$ cat src/rtl/mem_ctrl_if.sv
// ============================================================================
// Module   : mem_ctrl_if
// Purpose  : Byte-wide request/completion bus between the MEM stage and the
//            memory controller.
// Revision : 1.0 - initial release
// ============================================================================
`default_nettype none

interface mem_ctrl_if;
    logic        req;
    logic        rw;      // 1 = write
    logic [31:0] addr;
    logic [7:0]  wdata;
    logic [7:0]  rdata;
    logic        valid;   // one-cycle completion pulse

    modport master (output req, rw, addr, wdata, input rdata, valid);
    modport slave  (input req, rw, addr, wdata, output rdata, valid);
endinterface

`default_nettype wire

$ cat src/rtl/mem_stage.sv
// ============================================================================
// Module   : mem_stage
// Purpose  : Pipeline MEM stage; serialises loads/stores into byte accesses
//            on the memory controller and stalls the front of the pipe.
// Revision : 1.0 - initial release
// ============================================================================
`default_nettype none

module mem_stage (
    input  wire logic        clk_in,
    input  wire logic        rst_in,
    input  wire logic        load_enable_i,
    input  wire logic        store_enable_i,
    input  wire logic [31:0] load_store_addr_i,
    input  wire logic [31:0] store_data_i,
    input  wire logic [2:0]  funct3_i,
    input  wire logic [31:0] rd_data_i,
    input  wire logic [4:0]  rd_addr_i,
    input  wire logic        rd_write_enable_i,
    mem_ctrl_if.master       mctrl,
    output logic      [31:0] rd_data_o,
    output logic      [4:0]  rd_addr_o,
    output logic             rd_write_enable_o,
    output logic             stall_req_o
);

    localparam logic [1:0] S_IDLE   = 2'd0;
    localparam logic [1:0] S_ACCESS = 2'd1;
    localparam logic [1:0] S_DONE   = 2'd2;

    logic [1:0]  state_q, state_d;
    logic [1:0]  cnt_q,   cnt_d;
    logic [31:0] buf_q;
    logic [31:0] addr_q;
    logic [31:0] wdata_q;
    logic [2:0]  funct3_q;
    logic [4:0]  rd_addr_q;
    logic        rd_we_q;
    logic        rw_q;

    logic        start;
    logic [1:0]  cnt_last;
    logic [31:0] load_val;
    logic [31:0] wdata_shift;

    assign start = (state_q == S_IDLE) && (load_enable_i || store_enable_i);

    always_comb begin
        cnt_last = 2'd3;
        case (funct3_q[1:0])
            2'b00:   cnt_last = 2'd0;
            2'b01:   cnt_last = 2'd1;
            default: cnt_last = 2'd3;
        endcase
    end

    always_comb begin
        load_val = buf_q;
        case (funct3_q)
            3'b000:  load_val = {{24{buf_q[7]}},  buf_q[7:0]};
            3'b001:  load_val = {{16{buf_q[15]}}, buf_q[15:0]};
            3'b100:  load_val = {24'h0, buf_q[7:0]};
            3'b101:  load_val = {16'h0, buf_q[15:0]};
            default: load_val = buf_q;
        endcase
    end

    // Address and write byte derive only from latched state, so they stay
    // stable while the controller has not yet answered.
    assign wdata_shift = wdata_q >> {cnt_q, 3'b000};
    assign mctrl.addr  = addr_q + {30'h0, cnt_q};
    assign mctrl.wdata = wdata_shift[7:0];
    assign mctrl.rw    = rw_q;

    always_comb begin
        state_d = state_q;
        cnt_d   = cnt_q;
        case (state_q)
            S_IDLE: begin
                if (start) begin
                    state_d = S_ACCESS;
                    cnt_d   = 2'd0;
                end
            end
            S_ACCESS: begin
                if (mctrl.valid) begin
                    cnt_d = cnt_q + 2'd1;
                    if (cnt_q == cnt_last) begin
                        state_d = S_DONE;
                    end
                end
            end
            S_DONE:  state_d = S_IDLE;
            default: state_d = S_IDLE;
        endcase
    end

    always_comb begin
        mctrl.req         = 1'b0;
        stall_req_o       = 1'b0;
        rd_data_o         = rd_data_i;
        rd_addr_o         = rd_addr_i;
        rd_write_enable_o = rd_write_enable_i;
        case (state_q)
            S_IDLE: begin
                if (start) begin
                    stall_req_o       = 1'b1;
                    rd_write_enable_o = 1'b0;
                end
            end
            S_ACCESS: begin
                mctrl.req         = 1'b1;
                stall_req_o       = 1'b1;
                rd_data_o         = load_val;
                rd_addr_o         = rd_addr_q;
                rd_write_enable_o = 1'b0;
            end
            S_DONE: begin
                rd_data_o         = rw_q ? 32'h0 : load_val;
                rd_addr_o         = rd_addr_q;
                rd_write_enable_o = rd_we_q && !rw_q;
            end
            default: ;
        endcase
    end

    always_ff @(posedge clk_in) begin
        if (rst_in) begin
            state_q   <= S_IDLE;
            cnt_q     <= 2'd0;
            buf_q     <= 32'h0;
            addr_q    <= 32'h0;
            wdata_q   <= 32'h0;
            funct3_q  <= 3'b000;
            rd_addr_q <= 5'd0;
            rd_we_q   <= 1'b0;
            rw_q      <= 1'b0;
        end else begin
            state_q <= state_d;
            cnt_q   <= cnt_d;
            if (start) begin
                buf_q     <= 32'h0;
                addr_q    <= load_store_addr_i;
                wdata_q   <= store_data_i;
                funct3_q  <= funct3_i;
                rd_addr_q <= rd_addr_i;
                rd_we_q   <= rd_write_enable_i;
                // A simultaneous load and store request is treated as a load.
                rw_q      <= store_enable_i && !load_enable_i;
            end else if (state_q == S_ACCESS && mctrl.valid && !rw_q) begin
                buf_q[{cnt_q, 3'b000} +: 8] <= mctrl.rdata;
            end
        end
    end

endmodule

`default_nettype wire

$ cat src/flat_wrapper.sv
// flat-port wrapper written by rule: the top's interface ports become plain ports
module mem_stage_flat 
  (clk_in, rst_in, load_enable_i, store_enable_i, load_store_addr_i, store_data_i, funct3_i, rd_data_i, rd_addr_i, rd_write_enable_i, rd_data_o, rd_addr_o, rd_write_enable_o, stall_req_o, mctrl_req, mctrl_rw, mctrl_addr, mctrl_wdata, mctrl_rdata, mctrl_valid);
  mem_ctrl_if mctrl_i ();
  input  wire logic clk_in;
  input  wire logic rst_in;
  input  wire logic load_enable_i;
  input  wire logic store_enable_i;
  input  wire logic [31:0] load_store_addr_i;
  input  wire logic [31:0] store_data_i;
  input  wire logic [2:0] funct3_i;
  input  wire logic [31:0] rd_data_i;
  input  wire logic [4:0] rd_addr_i;
  input  wire logic rd_write_enable_i;
  output logic      [31:0] rd_data_o;
  output logic      [4:0] rd_addr_o;
  output logic rd_write_enable_o;
  output logic stall_req_o;
  output wire logic [$bits(mctrl_i.req)-1:0] mctrl_req;
  output wire logic [$bits(mctrl_i.rw)-1:0] mctrl_rw;
  output wire logic [$bits(mctrl_i.addr)-1:0] mctrl_addr;
  output wire logic [$bits(mctrl_i.wdata)-1:0] mctrl_wdata;
  input wire logic [$bits(mctrl_i.rdata)-1:0] mctrl_rdata;
  input wire logic [$bits(mctrl_i.valid)-1:0] mctrl_valid;
  assign mctrl_req = mctrl_i.req;
  assign mctrl_rw = mctrl_i.rw;
  assign mctrl_addr = mctrl_i.addr;
  assign mctrl_wdata = mctrl_i.wdata;
  assign mctrl_i.rdata = mctrl_rdata;
  assign mctrl_i.valid = mctrl_valid;
  mem_stage u_core (.clk_in(clk_in), .rst_in(rst_in), .load_enable_i(load_enable_i), .store_enable_i(store_enable_i), .load_store_addr_i(load_store_addr_i), .store_data_i(store_data_i), .funct3_i(funct3_i), .rd_data_i(rd_data_i), .rd_addr_i(rd_addr_i), .rd_write_enable_i(rd_write_enable_i), .mctrl(mctrl_i), .rd_data_o(rd_data_o), .rd_addr_o(rd_addr_o), .rd_write_enable_o(rd_write_enable_o), .stall_req_o(stall_req_o));
endmodule
$ cat config.mk
export PLATFORM = sky130hd
export DESIGN_NAME = mem_stage_flat
export DESIGN_NICKNAME = d
export VERILOG_FILES = /design/src/rtl/mem_ctrl_if.sv /design/src/rtl/mem_stage.sv /design/src/flat_wrapper.sv
export SDC_FILE = /design/constraint.sdc
export NUM_CORES = 1
export LEC_CHECK = 0
export ABC_AREA = 1
export ABC_CLOCK_PERIOD_IN_PS = 2600
export CELL_PAD_IN_SITES_DETAIL_PLACEMENT = 1
export CELL_PAD_IN_SITES_GLOBAL_PLACEMENT = 2
export CORE_ASPECT_RATIO = 0.9
export CORE_MARGIN = 3
export CORE_UTILIZATION = 22
export DETAILED_ROUTE_END_ITERATION = 7
export PLACE_DENSITY = 0.89
export SKIP_LAST_GASP = 1
export SLEW_MARGIN = 25
export SYNTH_ARGS = -nofsm -noshare
export SYNTH_HDL_FRONTEND = slang
export SYNTH_SLANG_ARGS = --single-unit
$ cat constraint.sdc
create_clock -name clk_in -period 2.6 [get_ports clk_in]
set_input_delay 0.52 -clock clk_in [delete_from_list [all_inputs] [get_ports clk_in]]
set_output_delay 0.52 -clock clk_in [all_outputs]
set_load 0.02 [all_outputs]
Word-level counts from Yosys, hierarchy flattened. Cells that the tools add are included.

Bits of input ports: 118. Bits in read-only memories: 0. Bits in latches: 0. Word-level logic and storage cells: 59. Bits in writable memories: 0. Register bits after elaboration: 110. Output and inout bits: 81. Memories: 0.

Mux-type cells: 18. Bitwise operators: 0. Reduce and logical (&&, ||, !) cells: 16. $add $sub $neg: 3. $lt $le $gt $ge: 0. Multiply operators: 0. Shift-type cells: 3. Eq/ne operators: 10. Div/mod/pow operators: 0.

Operators with widths (count): $pmux 32 s4 (1); $pmux 32 s2 (1); $add 32x2->32 (1); $bwmux 32 (1); $mux 32 (1); $shift 8x7->32 const A (1); $shiftx 8x7->32 (1); $shr 32x5->8 (1); $pmux 2 s2 (3); $mux 2 (5); $neg 5->7 (1); $eq 3x3->1 const B (2); $reduce_and 3->1 (2); $logic_and 1x1->1 (5); $mux 5 (1); $eq 2x1->1 const B (2); $logic_not 2->1 (2); $ne 2x1->1 const B (2); $reduce_or 2->1 (2); $eq 3x1->1 const B (1); $logic_not 3->1 (1); $mux 1 (3); $pmux 1 s3 (1); $add 2x1->2 const B (1); other kinds (7) (8).

Longest topological paths before layout.
Depth after elaboration: 6. Gate-level depth with buffers: 11. Gate-level depth less buffers: 11.

Worst setup path after synthesis. OpenSTA, ideal clock, no wires.

Path kind: reg2out. Start: reg u_core.cnt_q[1]. End: out mctrl_addr[18]. Buffers on the path: 1. Setup slack: -265 ps. Data arrival time: 2345 ps. Stages on the path, launching flop included: 11. Required time: 2080 ps. Cells stage by stage: dfxtp_1 clkbuf_1 inv_1 fa_1 inv_1 nand3_1 nor2_1 nand2_1 nor2_2 nand2_1 xor2_1.

Cells in the longest elaborated chain, start to end: 1.

RTL lines: start, declared (RTL line mem_stage.sv:32) `logic [1:0] cnt_q, cnt_d;`; start signal, assigned (RTL line mem_stage.sv:140) `cnt_q <= cnt_d;`; $add 32x2->32 (RTL line mem_stage.sv:71) `assign mctrl.addr = addr_q + {30'h0, cnt_q};`; end, declared (RTL line flat_wrapper.sv:21) `output wire logic [$bits(mctrl_i.addr)-1:0] mctrl_addr;`.

No other way between the ends.

Worst setup path in the final report.
Start: reg u_core.addr_q[0]. End: out mctrl_addr[16].

Cells in the longest elaborated chain, start to end: 1.

RTL lines: start, declared (RTL line mem_stage.sv:34) `logic [31:0] addr_q;`; start signal, assigned (RTL line mem_stage.sv:143) `addr_q <= load_store_addr_i;`; $add 32x2->32 (RTL line mem_stage.sv:71).

No other way between the ends.

==> impl_results.md <==
* Worst reg2reg setup slack at 0.44 ns
* CP arrival at 2.29 ns
* Worst Max-Slew Pin Slew at 0.437 ns
* Clock transition at path regs at 0.08 ns
* Register area at 2210 sq um
* Total core area at 26300 sq um
* Worst r2r dst: u_core.buf_q[6]
* Largest net degree at the start of global routing at 109
* EDFF count, synth at 0
* Placed instance area at 8610 sq um
* Root buf cell: clkbuf_16
* Slew Viols, Final at 0
* Vias/cell at 4.58
* Clock Skew at 0.0135 ns
* Main flop type after synthesis: dfxtp_1
* Most area-consuming cells after synthesis: dfxtp_1 37%, o21ai_0 10%, nor2_1 9.8%
* # placed instances at 1441
* Relative slew margins at 0.708
* Initial antenna violation count at 0
* DR iter-0 viols at 318
* Critical-path top delay cell: dfxtp_2
* PD cells at 776 nW/um^2
* CTS max path bufs at 2
* Synth area leader: dfxtp_1
* Sequential area share after synthesis at 0.372
* RSZ-0062 raised after global routing: yes
* Fin crit period at 2.81 ns
* Critical path origin: u_core.addr_q[0]
* CTS sink cnt at 110
* Yosys reg bits at 110
* Global route overflow at 0
* H-tree levels at 3
* Total Wirelength at 23.7 mm
* Max rail drop VDD at 0.426 mV
* Count of final setup violators at 11
* Die Wd at 179 microns
* Maxcap violations at 0
* TritonCTS Buffers at 9
* Fmax at 356 MHz
* Status: finished, violations left
* Setup CP Type: register to output port
* Port-buffer cells at 198
* Crit path max fanout at 3
* Synth top area share at 0.372
* CP max stage delay at 0.36 ns
* Finished Core Util at 0.348
* DP HPWL at 17.9 mm
* CP required at 2.08 ns
* Area delta synth->final at 54.1%
* Num rows at 56
* Pre-antenna DRT Iters at 5
* Final period utilization at 1.08
* Setup WS pre-CTS at -0.383 ns
* YS warnings at 0
* Startpoint types: register
* CTS tree: built
* Vias in the first global route at 6849
* Die area at 28900 sq um
* CP bufs+invs at 6
* Most frequent cell after synthesis: nor2_1
* Final net count at 1252
* Die span in y at 162 microns
* Final Hold Fails at 0
* Via count at 6769
* Failing checks: setup timing
* Initial Utilization at 0.226
* Multi-input logic area at 3340 sq um
* Placer congestion estimate at 0.878
* First-pass GRT wire length at 36.9 mm
* Async S/R FF share, synth at 0
* Proportion of layout cells with a drive suffix above 1 at 0.178
* Post-Layout Cell Count at 1477
* Filler instances at 3296
* Post-route setup slack at -0.209 ns
* Num ports at 199
* Critical Path End: mctrl_addr[16]
* PnR Total Power at 7.09 mW
* Crit-path leading delay family: buffers and inverters
* Setup crit end kind: output port
* Levels on crit path at 12
* DRC viols at 0
* FF-to-FF Start: u_core.cnt_q[0]
* Clock Latency Late Sink at 0.36 ns
* Commonest cells post-synth: 155 x nor2_1, 120 x nand2_1, 120 x o21ai_0
* LEAKAGE at 3.83 nW
* Synthesized area at 5930 sq um
* Crit path cell chain: ha_4, inv_2, fa_2, inv_2, buf_4, buf_6, nand2_4, nor2_4, buf_6, nand2_2, xor2_1, buf_4
* Final Cell Area at 9130 sq um
* Worst reg2reg path depth at 9
* Post-synth net total at 1019
* Total GRT Usage at 0.160
* Post-synth cell types at 32
* Hold WC Path Type: register to register
* Mean Syn Cell Area at 6.67 sq um
* Syn Inst Count at 889
* Post-route antenna net violation count at 0
* Routed len/inst at 16.1 microns
## power breakdown
group,internal [mW],switching (mW)
registers,2.00,0.231
clock network,0.702,0.709
logic,1.37,2.08
total,4.07,3.02
## flip-flops by register name, indices dropped and copies added (netlist names)
signal,cells
u_core.addr_q,32
u_core.buf_q,32
u_core.cnt_q,2
u_core.funct3_q,3
u_core.mctrl.rw,1
u_core.rd_addr_q,5
u_core.rd_we_q,1
u_core.state_q,2
u_core.wdata_q,32
## layout by cell type (no fill, tap or decap), types with 2 or more instances in the layout
cell type | netlist | routed
nor3_4 | 3 | 5
nand3_1 | 35 | 33
nor2_4 | 0 | 7
inv_8 | 0 | 2
inv_1 | 97 | 90
ha_4 | 0 | 3
dfxtp_2 | 0 | 5
clkbuf_16 | 0 | 9
buf_12 | 0 | 7
nor3b_1 | 2 | 2
xnor2_1 | 3 | 2
nand4_1 | 10 | 10
inv_6 | 0 | 2
clkdlybuf4s15_2 | 0 | 2
xor2_1 | 18 | 15
buf_2 | 9 | 30
clkdlybuf4s50_1 | 0 | 121
ha_1 | 11 | 8
clkinvlp_4 | 0 | 2
nor3_1 | 15 | 13
nor3_2 | 3 | 3
o21ai_0 | 120 | 119
xor2_2 | 0 | 3
clkbuf_2 | 0 | 6
o21ai_1 | 5 | 6
inv_2 | 5 | 11
nand2_2 | 1 | 8
buf_4 | 3 | 64
nor2_1 | 155 | 148
o22ai_1 | 38 | 37
nand2_4 | 1 | 2
buf_6 | 1 | 18
diode_2 | 0 | 2
nand2_1 | 120 | 112
dlymetal6s2s_1 | 0 | 10
dfxtp_1 | 110 | 104
nand3b_1 | 2 | 2
dlygate4sd2_1 | 0 | 9
a21oi_1 | 82 | 82
## per-stage QoR
| stage | setup TNS [ns] | hold slack (ns) |
|---|---|---|
| 2_1_floorplan | 0 | 0.429 |
| 3_3_place_gp | -3.35 | 0.440 |
| 3_5_place_dp | -4.49 | 0.449 |
| 4_1_cts | -2.21 | 0.461 |
| 5_1_grt | -2.70 | 0.494 |
| 6_report | -0.903 | 0.457 |
## cell type report
type	instances	share of cell area
multi-input cells	630	0.365
repair buffers	268	0.269
flip-flops and latches	110	0.242
well taps	348	0.0477
inverters	102	0.0423
clock buffers	11	0.0266
clock inverters	5	0.00534
repair inverters	1	0.000822
diodes	2	0.000548
## worst min-delay path, cell delays in order, from the launching register on
cell and delay [ns]:
dfxtp_1 0.30, inv_1 0.06, a21oi_1 0.05
## how the worst min path moves through the flow
stage          cells past startpoint                   to           startpoint
4_1_cts                            2      u_core.buf_q[3]      u_core.buf_q[3]
6_report                           2  u_core.rd_addr_q[1]  u_core.rd_addr_q[1]
3_3_place_gp                       2  u_core.rd_addr_q[3]  u_core.rd_addr_q[3]
5_1_grt                            2  u_core.rd_addr_q[4]  u_core.rd_addr_q[4]
3_5_place_dp                       2      u_core.buf_q[3]      u_core.buf_q[3]
2_1_floorplan                      2       u_core.rd_we_q       u_core.rd_we_q
## logic make-up (layout without fill, tap and decap cells)
logic type | count (synthesis) | after routing | synth area share
buffers and inverters | 149 | 387 | 0.0994
and+or+nand+nor | 348 | 348 | 0.249
xor gates and xnor gates | 21 | 21 | 0.0310
other | 0 | 2 | 0
DFF | 110 | 110 | 0.372
adders and majority gates | 12 | 12 | 0.0266
AOI/OAI and AO/OA | 249 | 249 | 0.222
## routing by layer
metal	vias up	GRT usage	routed length [microns]
li1	3382	-	-
met5	-	0	0
met3	19	0.0316	1260
met4	0	0.0351	318
met1	3206	0.216	11100
met2	162	0.264	11000
## what timing repair did
action | 4_1_cts | 5_1_grt
pin swaps | 17 | 21
hold buffers | 0 | 0
setup buffers | 13 | 5
gates cloned | 2 | 0
endpoints found under the setup margin | 77 | 59
gates resized for setup | 279 | 57
Power figures use the tool's default switching activity.
